File: config.mk
export PLATFORM = sky130hd
export DESIGN_NAME = rv_decode_stage
export DESIGN_NICKNAME = d
export VERILOG_FILES = /design/src/rtl/rv_pkg.sv /design/src/rtl/rv_imm_gen.sv /design/src/rtl/rv_decode_stage.sv
export SDC_FILE = /design/constraint.sdc
export NUM_CORES = 1
export LEC_CHECK = 0
export CAP_MARGIN = 10
export CORE_MARGIN = 2
export CORE_UTILIZATION = 41
export DETAILED_ROUTE_END_ITERATION = 7
export GPL_TIMING_DRIVEN = 0
export PLACE_DENSITY = 0.75
export SLEW_MARGIN = 0
export SYNTH_ARGS = -nofsm -noshare
export SYNTH_HDL_FRONTEND = slang
export SYNTH_SLANG_ARGS = --single-unit
File: constraint.sdc
create_clock -name clk -period 3.3 [get_ports clk]
set_clock_uncertainty 0.1 [all_clocks]
set_input_delay 0.33 -clock clk [delete_from_list [all_inputs] [get_ports clk]]
set_output_delay 0.33 -clock clk [all_outputs]
set_load 0.005 [all_outputs]
File: src/rtl/rv_pkg.sv
// rtl/rv_pkg.sv - shared RV32I decode constants: instr_bus bit map, ALU codes, opcodes, immediate formats
package rv_pkg;

  localparam int OP_ADD   = 0;
  localparam int OP_SUB   = 1;
  localparam int OP_XOR   = 2;
  localparam int OP_OR    = 3;
  localparam int OP_AND   = 4;
  localparam int OP_SLL   = 5;
  localparam int OP_SRL   = 6;
  localparam int OP_SRA   = 7;
  localparam int OP_SLT   = 8;
  localparam int OP_SLTU  = 9;
  localparam int OP_ADDI  = 10;
  localparam int OP_XORI  = 11;
  localparam int OP_ORI   = 12;
  localparam int OP_ANDI  = 13;
  localparam int OP_SLLI  = 14;
  localparam int OP_SRLI  = 15;
  localparam int OP_SRAI  = 16;
  localparam int OP_SLTI  = 17;
  localparam int OP_SLTIU = 18;
  localparam int OP_LB    = 19;
  localparam int OP_LH    = 20;
  localparam int OP_LW    = 21;
  localparam int OP_LBU   = 22;
  localparam int OP_LHU   = 23;
  localparam int OP_SB    = 24;
  localparam int OP_SH    = 25;
  localparam int OP_SW    = 26;
  localparam int OP_BEQ   = 27;
  localparam int OP_BNE   = 28;
  localparam int OP_BLT   = 29;
  localparam int OP_BGE   = 30;
  localparam int OP_BLTU  = 31;
  localparam int OP_BGEU  = 32;
  localparam int OP_JAL   = 33;
  localparam int OP_JALR  = 34;
  localparam int OP_LUI   = 35;
  localparam int OP_AUIPC = 36;

  localparam logic [3:0] ALU_ADD   = 4'd0;
  localparam logic [3:0] ALU_SUB   = 4'd1;
  localparam logic [3:0] ALU_XOR   = 4'd2;
  localparam logic [3:0] ALU_OR    = 4'd3;
  localparam logic [3:0] ALU_AND   = 4'd4;
  localparam logic [3:0] ALU_SLL   = 4'd5;
  localparam logic [3:0] ALU_SRL   = 4'd6;
  localparam logic [3:0] ALU_SRA   = 4'd7;
  localparam logic [3:0] ALU_SLT   = 4'd8;
  localparam logic [3:0] ALU_SLTU  = 4'd9;
  localparam logic [3:0] ALU_PASSB = 4'd10;

  localparam logic [6:0] OPC_OP     = 7'b0110011;
  localparam logic [6:0] OPC_OPIMM  = 7'b0010011;
  localparam logic [6:0] OPC_LOAD   = 7'b0000011;
  localparam logic [6:0] OPC_STORE  = 7'b0100011;
  localparam logic [6:0] OPC_BRANCH = 7'b1100011;
  localparam logic [6:0] OPC_JAL    = 7'b1101111;
  localparam logic [6:0] OPC_JALR   = 7'b1100111;
  localparam logic [6:0] OPC_LUI    = 7'b0110111;
  localparam logic [6:0] OPC_AUIPC  = 7'b0010111;

  typedef enum logic [2:0] {
    FMT_NONE,
    FMT_I,
    FMT_S,
    FMT_B,
    FMT_U,
    FMT_J,
    FMT_SHAMT
  } imm_fmt_e;

endpackage

File: src/rtl/rv_imm_gen.sv
// rtl/rv_imm_gen.sv - combinational immediate extraction for the RV32I instruction formats
module rv_imm_gen
  import rv_pkg::*;
#(
  parameter int XLEN = 32
) (
  input  logic [XLEN-1:7] instr,
  input  imm_fmt_e        fmt,
  output logic [XLEN-1:0] imm
);

  logic sgn;
  assign sgn = instr[XLEN-1];

  always_comb begin
    imm = '0;
    unique case (fmt)
      FMT_I:     imm = {{(XLEN-12){sgn}}, instr[31:20]};
      FMT_S:     imm = {{(XLEN-12){sgn}}, instr[31:25], instr[11:7]};
      FMT_B:     imm = {{(XLEN-12){sgn}}, instr[7], instr[30:25], instr[11:8], 1'b0};
      FMT_U:     imm = {instr[31:12], 12'b0};
      FMT_J:     imm = {{(XLEN-20){sgn}}, instr[19:12], instr[20], instr[30:21], 1'b0};
      FMT_SHAMT: imm = {{(XLEN-5){1'b0}}, instr[24:20]};
      default:   imm = '0;
    endcase
  end

endmodule

File: src/rtl/rv_decode_stage.sv
// rtl/rv_decode_stage.sv - registered RV32I decode slot with valid/ready handshake and flush
module rv_decode_stage
  import rv_pkg::*;
#(
  parameter int XLEN    = 32,
  parameter int NUM_OPS = 37
) (
  input  logic               clk,
  input  logic               rst,
  input  logic               in_valid,
  output logic               in_ready,
  input  logic [XLEN-1:0]    in_instr,
  input  logic [XLEN-1:0]    in_pc,
  input  logic               flush,
  output logic               out_valid,
  input  logic               out_ready,
  output logic [NUM_OPS-1:0] instr_bus,
  output logic [4:0]         rs1_addr,
  output logic [4:0]         rs2_addr,
  output logic [4:0]         rd_addr,
  output logic [XLEN-1:0]    extend,
  output logic               imm_valid,
  output logic [3:0]         ctrl,
  output logic               illegal,
  output logic [XLEN-1:0]    out_pc
);

  logic [6:0] opc;
  logic [2:0] f3;
  logic [6:0] f7;
  assign opc = in_instr[6:0];
  assign f3  = in_instr[14:12];
  assign f7  = in_instr[31:25];

  logic [NUM_OPS-1:0] op_c;
  imm_fmt_e           fmt_c;
  logic               immv_c;
  logic [3:0]         ctrl_c;
  logic               ill_c;
  logic [XLEN-1:0]    imm_c;

  always_comb begin
    op_c   = '0;
    fmt_c  = FMT_NONE;
    immv_c = 1'b0;
    ctrl_c = ALU_ADD;
    ill_c  = 1'b0;
    unique case (opc)
      OPC_OP: begin
        if (f7 == 7'h00) begin
          unique case (f3)
            3'd0: begin op_c[OP_ADD]  = 1'b1; ctrl_c = ALU_ADD;  end
            3'd1: begin op_c[OP_SLL]  = 1'b1; ctrl_c = ALU_SLL;  end
            3'd2: begin op_c[OP_SLT]  = 1'b1; ctrl_c = ALU_SLT;  end
            3'd3: begin op_c[OP_SLTU] = 1'b1; ctrl_c = ALU_SLTU; end
            3'd4: begin op_c[OP_XOR]  = 1'b1; ctrl_c = ALU_XOR;  end
            3'd5: begin op_c[OP_SRL]  = 1'b1; ctrl_c = ALU_SRL;  end
            3'd6: begin op_c[OP_OR]   = 1'b1; ctrl_c = ALU_OR;   end
            default: begin op_c[OP_AND] = 1'b1; ctrl_c = ALU_AND; end
          endcase
        end else if (f7 == 7'h20 && f3 == 3'd0) begin
          op_c[OP_SUB] = 1'b1; ctrl_c = ALU_SUB;
        end else if (f7 == 7'h20 && f3 == 3'd5) begin
          op_c[OP_SRA] = 1'b1; ctrl_c = ALU_SRA;
        end else begin
          ill_c = 1'b1;
        end
      end
      OPC_OPIMM: begin
        immv_c = 1'b1;
        fmt_c  = FMT_I;
        unique case (f3)
          3'd0: begin op_c[OP_ADDI]  = 1'b1; ctrl_c = ALU_ADD;  end
          3'd2: begin op_c[OP_SLTI]  = 1'b1; ctrl_c = ALU_SLT;  end
          3'd3: begin op_c[OP_SLTIU] = 1'b1; ctrl_c = ALU_SLTU; end
          3'd4: begin op_c[OP_XORI]  = 1'b1; ctrl_c = ALU_XOR;  end
          3'd6: begin op_c[OP_ORI]   = 1'b1; ctrl_c = ALU_OR;   end
          3'd7: begin op_c[OP_ANDI]  = 1'b1; ctrl_c = ALU_AND;  end
          3'd1: begin
            fmt_c = FMT_SHAMT;
            if (f7 == 7'h00) begin op_c[OP_SLLI] = 1'b1; ctrl_c = ALU_SLL; end
            else ill_c = 1'b1;
          end
          default: begin
            fmt_c = FMT_SHAMT;
            if (f7 == 7'h00)      begin op_c[OP_SRLI] = 1'b1; ctrl_c = ALU_SRL; end
            else if (f7 == 7'h20) begin op_c[OP_SRAI] = 1'b1; ctrl_c = ALU_SRA; end
            else ill_c = 1'b1;
          end
        endcase
      end
      OPC_LOAD: begin
        immv_c = 1'b1;
        fmt_c  = FMT_I;
        unique case (f3)
          3'd0: op_c[OP_LB]  = 1'b1;
          3'd1: op_c[OP_LH]  = 1'b1;
          3'd2: op_c[OP_LW]  = 1'b1;
          3'd4: op_c[OP_LBU] = 1'b1;
          3'd5: op_c[OP_LHU] = 1'b1;
          default: ill_c = 1'b1;
        endcase
      end
      OPC_STORE: begin
        immv_c = 1'b1;
        fmt_c  = FMT_S;
        unique case (f3)
          3'd0: op_c[OP_SB] = 1'b1;
          3'd1: op_c[OP_SH] = 1'b1;
          3'd2: op_c[OP_SW] = 1'b1;
          default: ill_c = 1'b1;
        endcase
      end
      OPC_BRANCH: begin
        fmt_c = FMT_B;
        unique case (f3)
          3'd0: begin op_c[OP_BEQ]  = 1'b1; ctrl_c = ALU_SUB;  end
          3'd1: begin op_c[OP_BNE]  = 1'b1; ctrl_c = ALU_SUB;  end
          3'd4: begin op_c[OP_BLT]  = 1'b1; ctrl_c = ALU_SLT;  end
          3'd5: begin op_c[OP_BGE]  = 1'b1; ctrl_c = ALU_SLT;  end
          3'd6: begin op_c[OP_BLTU] = 1'b1; ctrl_c = ALU_SLTU; end
          3'd7: begin op_c[OP_BGEU] = 1'b1; ctrl_c = ALU_SLTU; end
          default: ill_c = 1'b1;
        endcase
      end
      OPC_JAL: begin
        fmt_c = FMT_J;
        op_c[OP_JAL] = 1'b1;
      end
      OPC_JALR: begin
        fmt_c  = FMT_I;
        immv_c = 1'b1;
        if (f3 == 3'd0) op_c[OP_JALR] = 1'b1;
        else ill_c = 1'b1;
      end
      OPC_LUI: begin
        fmt_c  = FMT_U;
        immv_c = 1'b1;
        ctrl_c = ALU_PASSB;
        op_c[OP_LUI] = 1'b1;
      end
      OPC_AUIPC: begin
        fmt_c  = FMT_U;
        immv_c = 1'b1;
        op_c[OP_AUIPC] = 1'b1;
      end
      default: ill_c = 1'b1;
    endcase
    // An illegal word still travels down the pipe, but with a quiet payload.
    if (ill_c) begin
      op_c   = '0;
      fmt_c  = FMT_NONE;
      immv_c = 1'b0;
      ctrl_c = ALU_ADD;
    end
  end

  rv_imm_gen #(.XLEN(XLEN)) u_imm_gen (
    .instr (in_instr[XLEN-1:7]),
    .fmt   (fmt_c),
    .imm   (imm_c)
  );

  logic               valid_q, valid_d;
  logic [NUM_OPS-1:0] bus_q, bus_d;
  logic [4:0]         rs1_q, rs1_d, rs2_q, rs2_d, rd_q, rd_d;
  logic [XLEN-1:0]    ext_q, ext_d, pc_q, pc_d;
  logic               immv_q, immv_d, ill_q, ill_d;
  logic [3:0]         ctrl_q, ctrl_d;
  logic               accept;

  assign in_ready = !valid_q || out_ready;
  assign accept   = in_valid && in_ready;

  always_comb begin
    valid_d = valid_q;
    bus_d   = bus_q;
    rs1_d   = rs1_q;
    rs2_d   = rs2_q;
    rd_d    = rd_q;
    ext_d   = ext_q;
    pc_d    = pc_q;
    immv_d  = immv_q;
    ill_d   = ill_q;
    ctrl_d  = ctrl_q;
    if (flush) begin
      valid_d = 1'b0;
    end else if (accept) begin
      valid_d = 1'b1;
      bus_d   = op_c;
      rs1_d   = in_instr[19:15];
      rs2_d   = in_instr[24:20];
      rd_d    = in_instr[11:7];
      ext_d   = imm_c;
      pc_d    = in_pc;
      immv_d  = immv_c;
      ill_d   = ill_c;
      ctrl_d  = ctrl_c;
    end else if (out_ready) begin
      valid_d = 1'b0;
    end
  end

  always_ff @(posedge clk) begin
    if (rst) begin
      valid_q <= 1'b0;
      bus_q   <= '0;
      rs1_q   <= '0;
      rs2_q   <= '0;
      rd_q    <= '0;
      ext_q   <= '0;
      pc_q    <= '0;
      immv_q  <= 1'b0;
      ill_q   <= 1'b0;
      ctrl_q  <= '0;
    end else begin
      valid_q <= valid_d;
      bus_q   <= bus_d;
      rs1_q   <= rs1_d;
      rs2_q   <= rs2_d;
      rd_q    <= rd_d;
      ext_q   <= ext_d;
      pc_q    <= pc_d;
      immv_q  <= immv_d;
      ill_q   <= ill_d;
      ctrl_q  <= ctrl_d;
    end
  end

  assign out_valid = valid_q;
  assign instr_bus = bus_q;
  assign rs1_addr  = rs1_q;
  assign rs2_addr  = rs2_q;
  assign rd_addr   = rd_q;
  assign extend    = ext_q;
  assign imm_valid = immv_q;
  assign ctrl      = ctrl_q;
  assign illegal   = ill_q;
  assign out_pc    = pc_q;

endmodule

---- Yosys cells after proc, flatten, opt, wreduce, memory -nomap -nowiden ----
Cells that the tools add are included.
storage, ports and cells
  output and inout port bits .............. 124
  logic and storage cells ................. 120
  input bits .............................. 69
  bits in registers ....................... 123
cells by class
  bitwise gates (word level) .............. 1
  equality and inequality tests ........... 23
  muxes and demuxes ....................... 63
  reductions and logical operators ........ 23
operator list
  cell                number
  $pmux 32 s6         1
  $pmux 4 s7          2
  $mux 1              37
  $mux 37             1
  $eq 7x6->1 const B  4
  $mux 3              8
  $eq 3x3->1 const B  7
  $eq 7x7->1 const B  3
  $pmux 3 s6          1
  $reduce_or 6->1     3
  $pmux 4 s4          1
  $eq 7x5->1 const B  2
  $reduce_or 7->1     2
  $eq 3x2->1 const B  4
  $pmux 4 s3          1
  $reduce_or 2->1     6
  $mux 10             1
  $mux 5              2
  $mux 9              1
  $mux 4              2
  $eq 7x2->1 const B  1
  $logic_not 7->1     1
  $pmux 1 s7          1
  $eq 3x1->1 const B  2
  other kinds (12)    16

---- Depth between registers and ports, before layout ----
  depth after elaboration ................. 9
  gate-level depth with buffers ........... 10

---- Cells and area by module ----
From an unflattened synthesis, not the netlist that was laid out.
unflattened totals
  cells, all modules ...................... 666
  area total of the unflattened synthesis .. 5397.7 um^2
modules (own cells, without submodules)
  module           area an instance (um^2)  cells an instance  seq. area each (um^2)  instances
  rv_decode_stage  4952.2                   599                2462.4                 1
  rv_imm_gen       445.4                    67                 0.0                    1

---- Worst setup path after synthesis ----
No wires, ideal clock.
  kind .................................... input-to-reg
  start point ............................. in in_instr[14]
  end point ............................... reg ext_q[13] (netlist: extend[13])
  stages on the path ...................... 10
  setup time .............................. 0.069 ns
  required time ........................... 3.131 ns
  path slack .............................. 0.877 ns
  arrival ................................. 2.254 ns
  path through ............................ buf_2 -> inv_1 -> ha_1 -> a2111oi_0 -> o221a_2 -> nand3_4 -> or3_1 -> buf_2 -> buf_6 -> o21ai_1
on the way
  cells in the longest elaborated chain, start to end .. 9
  elaborated cells on any way between the ends .. 33
ends and longest elaborated chain
  item                                      line                                                                  text
  start: declaration                        rv_decode_stage.sv:12                                                 input logic [XLEN-1:0] in_instr,
  $eq 3x3->1                                rv_decode_stage.sv:63, rv_decode_stage.sv:95, rv_decode_stage.sv:116
  $logic_and 1x1->1                         rv_decode_stage.sv:63                                                 end else if (f7 == 7'h20 && f3 == 3'd5) begin
  $mux 1                                    rv_decode_stage.sv:63
  $mux 1                                    rv_decode_stage.sv:61                                                 end else if (f7 == 7'h20 && f3 == 3'd0) begin
  $mux 1                                    rv_decode_stage.sv:50                                                 if (f7 == 7'h00) begin
  $pmux 1 s7                                rv_decode_stage.sv:48                                                 unique case (opc)
  $mux 3 (*)                                rv_decode_stage.sv:150                                                if (ill_c) begin
  $eq 3x3->1, or another cell as far along  rv_imm_gen.sv:17                                                      unique case (fmt)
  $pmux 32 s6 (*)                           rv_imm_gen.sv:17
  end signal: assignment                    rv_decode_stage.sv:222                                                ext_q <= ext_d;
  end: declaration                          rv_decode_stage.sv:167                                                logic [XLEN-1:0] ext_q, ext_d, pc_q, pc_d;
Every way passes the cells marked *; elsewhere a longest branch is shown, timed or not.
A chain may end at the register's enable or synchronous reset.

---- Worst setup path in the final report ----
  start point ............................. in in_instr[14]
  end point ............................... reg ext_q[16] (netlist: extend[16])
The elaborated chain is that of the path after synthesis.

==> impl_metrics.tcl <==
set metrics [dict create \
    min-delay-path-class "register to register" \
    comb_power_share 0.099 \
    cp.required_ns 3.55 \
    internal_power_mw 2.809 \
    drt_iter0_drc 481 \
    viasPerCell 5.430 \
    seq_area_um2 2462 \
    port_buffers 188 \
    r2r_slack_ns 0.89 \
    overflow 0 \
    totalWireLength_um 18230 \
    ir_drop_mv 0.3434 \
    r2r_end "out_pc[14]$_SDFFE_PP0P_" \
    post_cts_resized 0 \
    yosys-top-cells-area "dfxtp_1 47%, nand2_1 12%, a21oi_1 7.0%" \
    grt_pass1_wl_um 27610 \
    whs_path_depth 2 \
    hold_violations 0 \
    grt_pass1_vias 5447 \
    drv_cap 0 \
    n_fill_cell 1100 \
    htreeDepth 4 \
    wl_per_cell_um 17.36 \
    design_area_um2 7910 \
    fin_nets 938 \
    timing.slew.headroom 0.3415 \
    end_kind "register" \
    sequentialPowerShare 0.415 \
    ys_types 60 \
    area.growth.synth_to_final_pct 51.06 \
    min_to "extend[19]$_SDFFE_PP0P_" \
    synth-seq-area-share 0.4703 \
    worst_pin_slew_ns 0.9788 \
    ys_ff_latch 123 \
    std_cell_rows 41 \
    worst_setup_path_start_kind "primary input" \
    finalCritPeriodShare 0.9294 \
    slew_violations 0 \
    syn_nets 730 \
    hold_start "extend[19]$_SDFFE_PP0P_" \
    synth-edff-count 0 \
    clock-sinks 123 \
    cts_tree "done" \
    p_leak_nw 2.712 \
    multi_input_area_um2 2504 \
    cts-root-buf "clkbuf_16" \
    avgSynthCellArea_um2 7.970 \
    cts_inserted_buffers 17 \
    yosysMostFrequentCell "nand2_1" \
    start_util 0.4166 \
    finalSetupViolations 0 \
    sw_frac_of_total 0.2383 \
    dieArea_um2 13690 \
    synth_area_um2 5236 \
    cts_buffer_depth 2 \
    fin_util 0.6294 \
    r2r_start "out_valid$_SDFFE_PP0P_" \
    vias 5701 \
    insertion_delay_ns 0.42 \
    ys_warn_count 0 \
    drc 0 \
    yosysTopAreaCell "dfxtp_1" \
    powerDensity_nw_per_um2 466.1 \
    rsz0062_at_grt "false" \
    max_freq_mhz 326.0 \
    die_x_um 117.0 \
    fin_crit_ns 3.067 \
    dpl_cell_area_um2 7338 \
    io_pins 193 \
    clockPowerShare 0.486 \
    dp_hpwl_um 13850 \
    track_usage 0.2631 \
    ys.flop_type "dfxtp_1" \
    power.switching_mw 0.8785 \
    critPathMaxFanout 10 \
    hold_buffers 0 \
    yosysTopAreaCellShare 0.4703 \
    outcome "finished, final reports clean" \
    firstDrtPassIters 5 \
    layout-drive-gt1-share 0.06264 \
    die_y_um 117.0 \
    antenna_found_initial 0 \
    worstRegToRegCells 7 \
    synth_commonest_cells "170 x nand2_1, 123 x dfxtp_1, 73 x a21oi_1, 46 x nor2_1, 38 x clkbuf_1" \
    cts_setup_buffers 0 \
    worstSetupPathType "primary input to register" \
    antenna_left 0 \
    core-area_um2 12570 \
    arrival_ns 3.32 \
    clk_pin_slew_ns 0.06 \
    synthCells 657 \
    grt_max_degree 17 \
    diodes 0 \
    gp_congestion 0.8832 \
    async_flop_share 0 \
    timing.hold.ws_ns 0.3470 \
]
-- metrics by stage --
stage	worst slack (ns)	power (mW)	setup TNS [ns]	std cells
after floorplan	0.8770	1.711	0	657
after global placement	-0.1920	1.915	-3.233	1017
after detailed placement	-0.1405	1.921	-1.423	1018
after CTS	0.3061	3.705	0	1050
after global routing	0.009869	3.815	0	1050
final	0.2329	3.687	0	1050
-- cells in the final DEF, fill, tap and decap left out, drive strengths merged, types with 2 or more instances in the layout --
cell type      synthesis  final
a21oi                 73     73
o41ai                  2      2
clkdlybuf4s50          0    188
nand3                  6      6
nand2b                 3      3
clkinvlp               0      5
a2111oi                4      4
o31ai                 10     10
nor4                   8      8
clkinv                 0      4
buf                   18     19
a22oi                 33     33
or2                    2      2
nor3                  14     14
ha                     4      4
a32o                   6      6
bufinv                 0      2
a21o                   2      2
a222oi                 2      2
dfxtp                123    123
and3b                  2      2
o21ai                 30     30
inv                    9      9
clkbuf                38     59
nand4b                 2      2
nor2                  46     46
nand4                  5      5
a32oi                  7      7
or4                    3      3
or3                    5      5
nand3b                 4      4
a22o                   2      2
nand2                170    170
nor2b                  5      5
-- worst max-delay path by stage --
stage	startpoint	end	slack [ns]	depth (start not counted)
floorplan	in_instr[14]	extend[13]$_SDFFE_PP0P_	0.88	10
global placement	in_instr[14]	ctrl[0]$_SDFFE_PP0P_	-0.19	11
detailed placement	in_instr[14]	ctrl[0]$_SDFFE_PP0P_	-0.14	11
CTS	in_instr[14]	ctrl[0]$_SDFFE_PP0P_	0.31	11
global route	in_instr[14]	extend[16]$_SDFFE_PP0P_	0.01	11
finish	in_instr[14]	extend[16]$_SDFFE_PP0P_	0.23	11
-- flip-flops by register name, summed over array words and instances, names as in the netlist --
register   flops
ctrl           4
extend        32
illegal        1
imm_valid      1
instr_bus     37
out_pc        32
out_valid      1
rd_addr        5
rs1_addr       5
rs2_addr       5
-- cells by family (layout without fill, tap and decap cells) --
| logic type | Yosys count | count (layout) | share of synthesized area |
|---|---|---|---|
| and+or+nand+nor | 281 | 281 | 0.2390 |
| adders and majority gates | 4 | 4 | 0.009558 |
| AOI/OAI and AO/OA | 183 | 183 | 0.2280 |
| buffers and inverters | 65 | 286 | 0.05161 |
| xor gates and xnor gates | 1 | 1 | 0.001673 |
| DFF | 123 | 123 | 0.4703 |
-- critical path: stages --
cell and delay, ns:
clkdlybuf4s50_1 0.51, buf_2 0.23, inv_1 0.16, ha_1 0.24
a2111oi_0 0.41, o221a_2 0.32, and3_1 0.16, clkbuf_1 0.22
clkbuf_1 0.40, a22oi_1 0.17, o21ai_1 0.16
-- power by group through the flow --
stage | clock network [mW] | logic (mW) | registers, mW
finish | 1.79 | 0.365 | 1.53
global route | 1.89 | 0.394 | 1.53
CTS | 1.81 | 0.361 | 1.53
detailed placement | 0 | 0.359 | 1.56
global placement | 0 | 0.354 | 1.56
floorplan | 0 | 0.147 | 1.56
-- layout make-up --
type                       instances  area share
multi-input combinational        469      0.3165
sequential                       123      0.3113
timing repair buffer             189      0.2385
clock buffer                      21     0.05694
buffer                            56     0.02990
tap                              172     0.02721
clock inverter                    11     0.01534
inverter                           9    0.004271
-- routing by layer --
metal,share of wire,track usage,vias up
li1,-,-,2725
met1,0.42,0.3183,2700
met2,0.48,0.4397,246
met3,0.085,0.07878,30
met4,0.022,0.1051,0
met5,0,0,-
(Power assumes the default switching activity.)
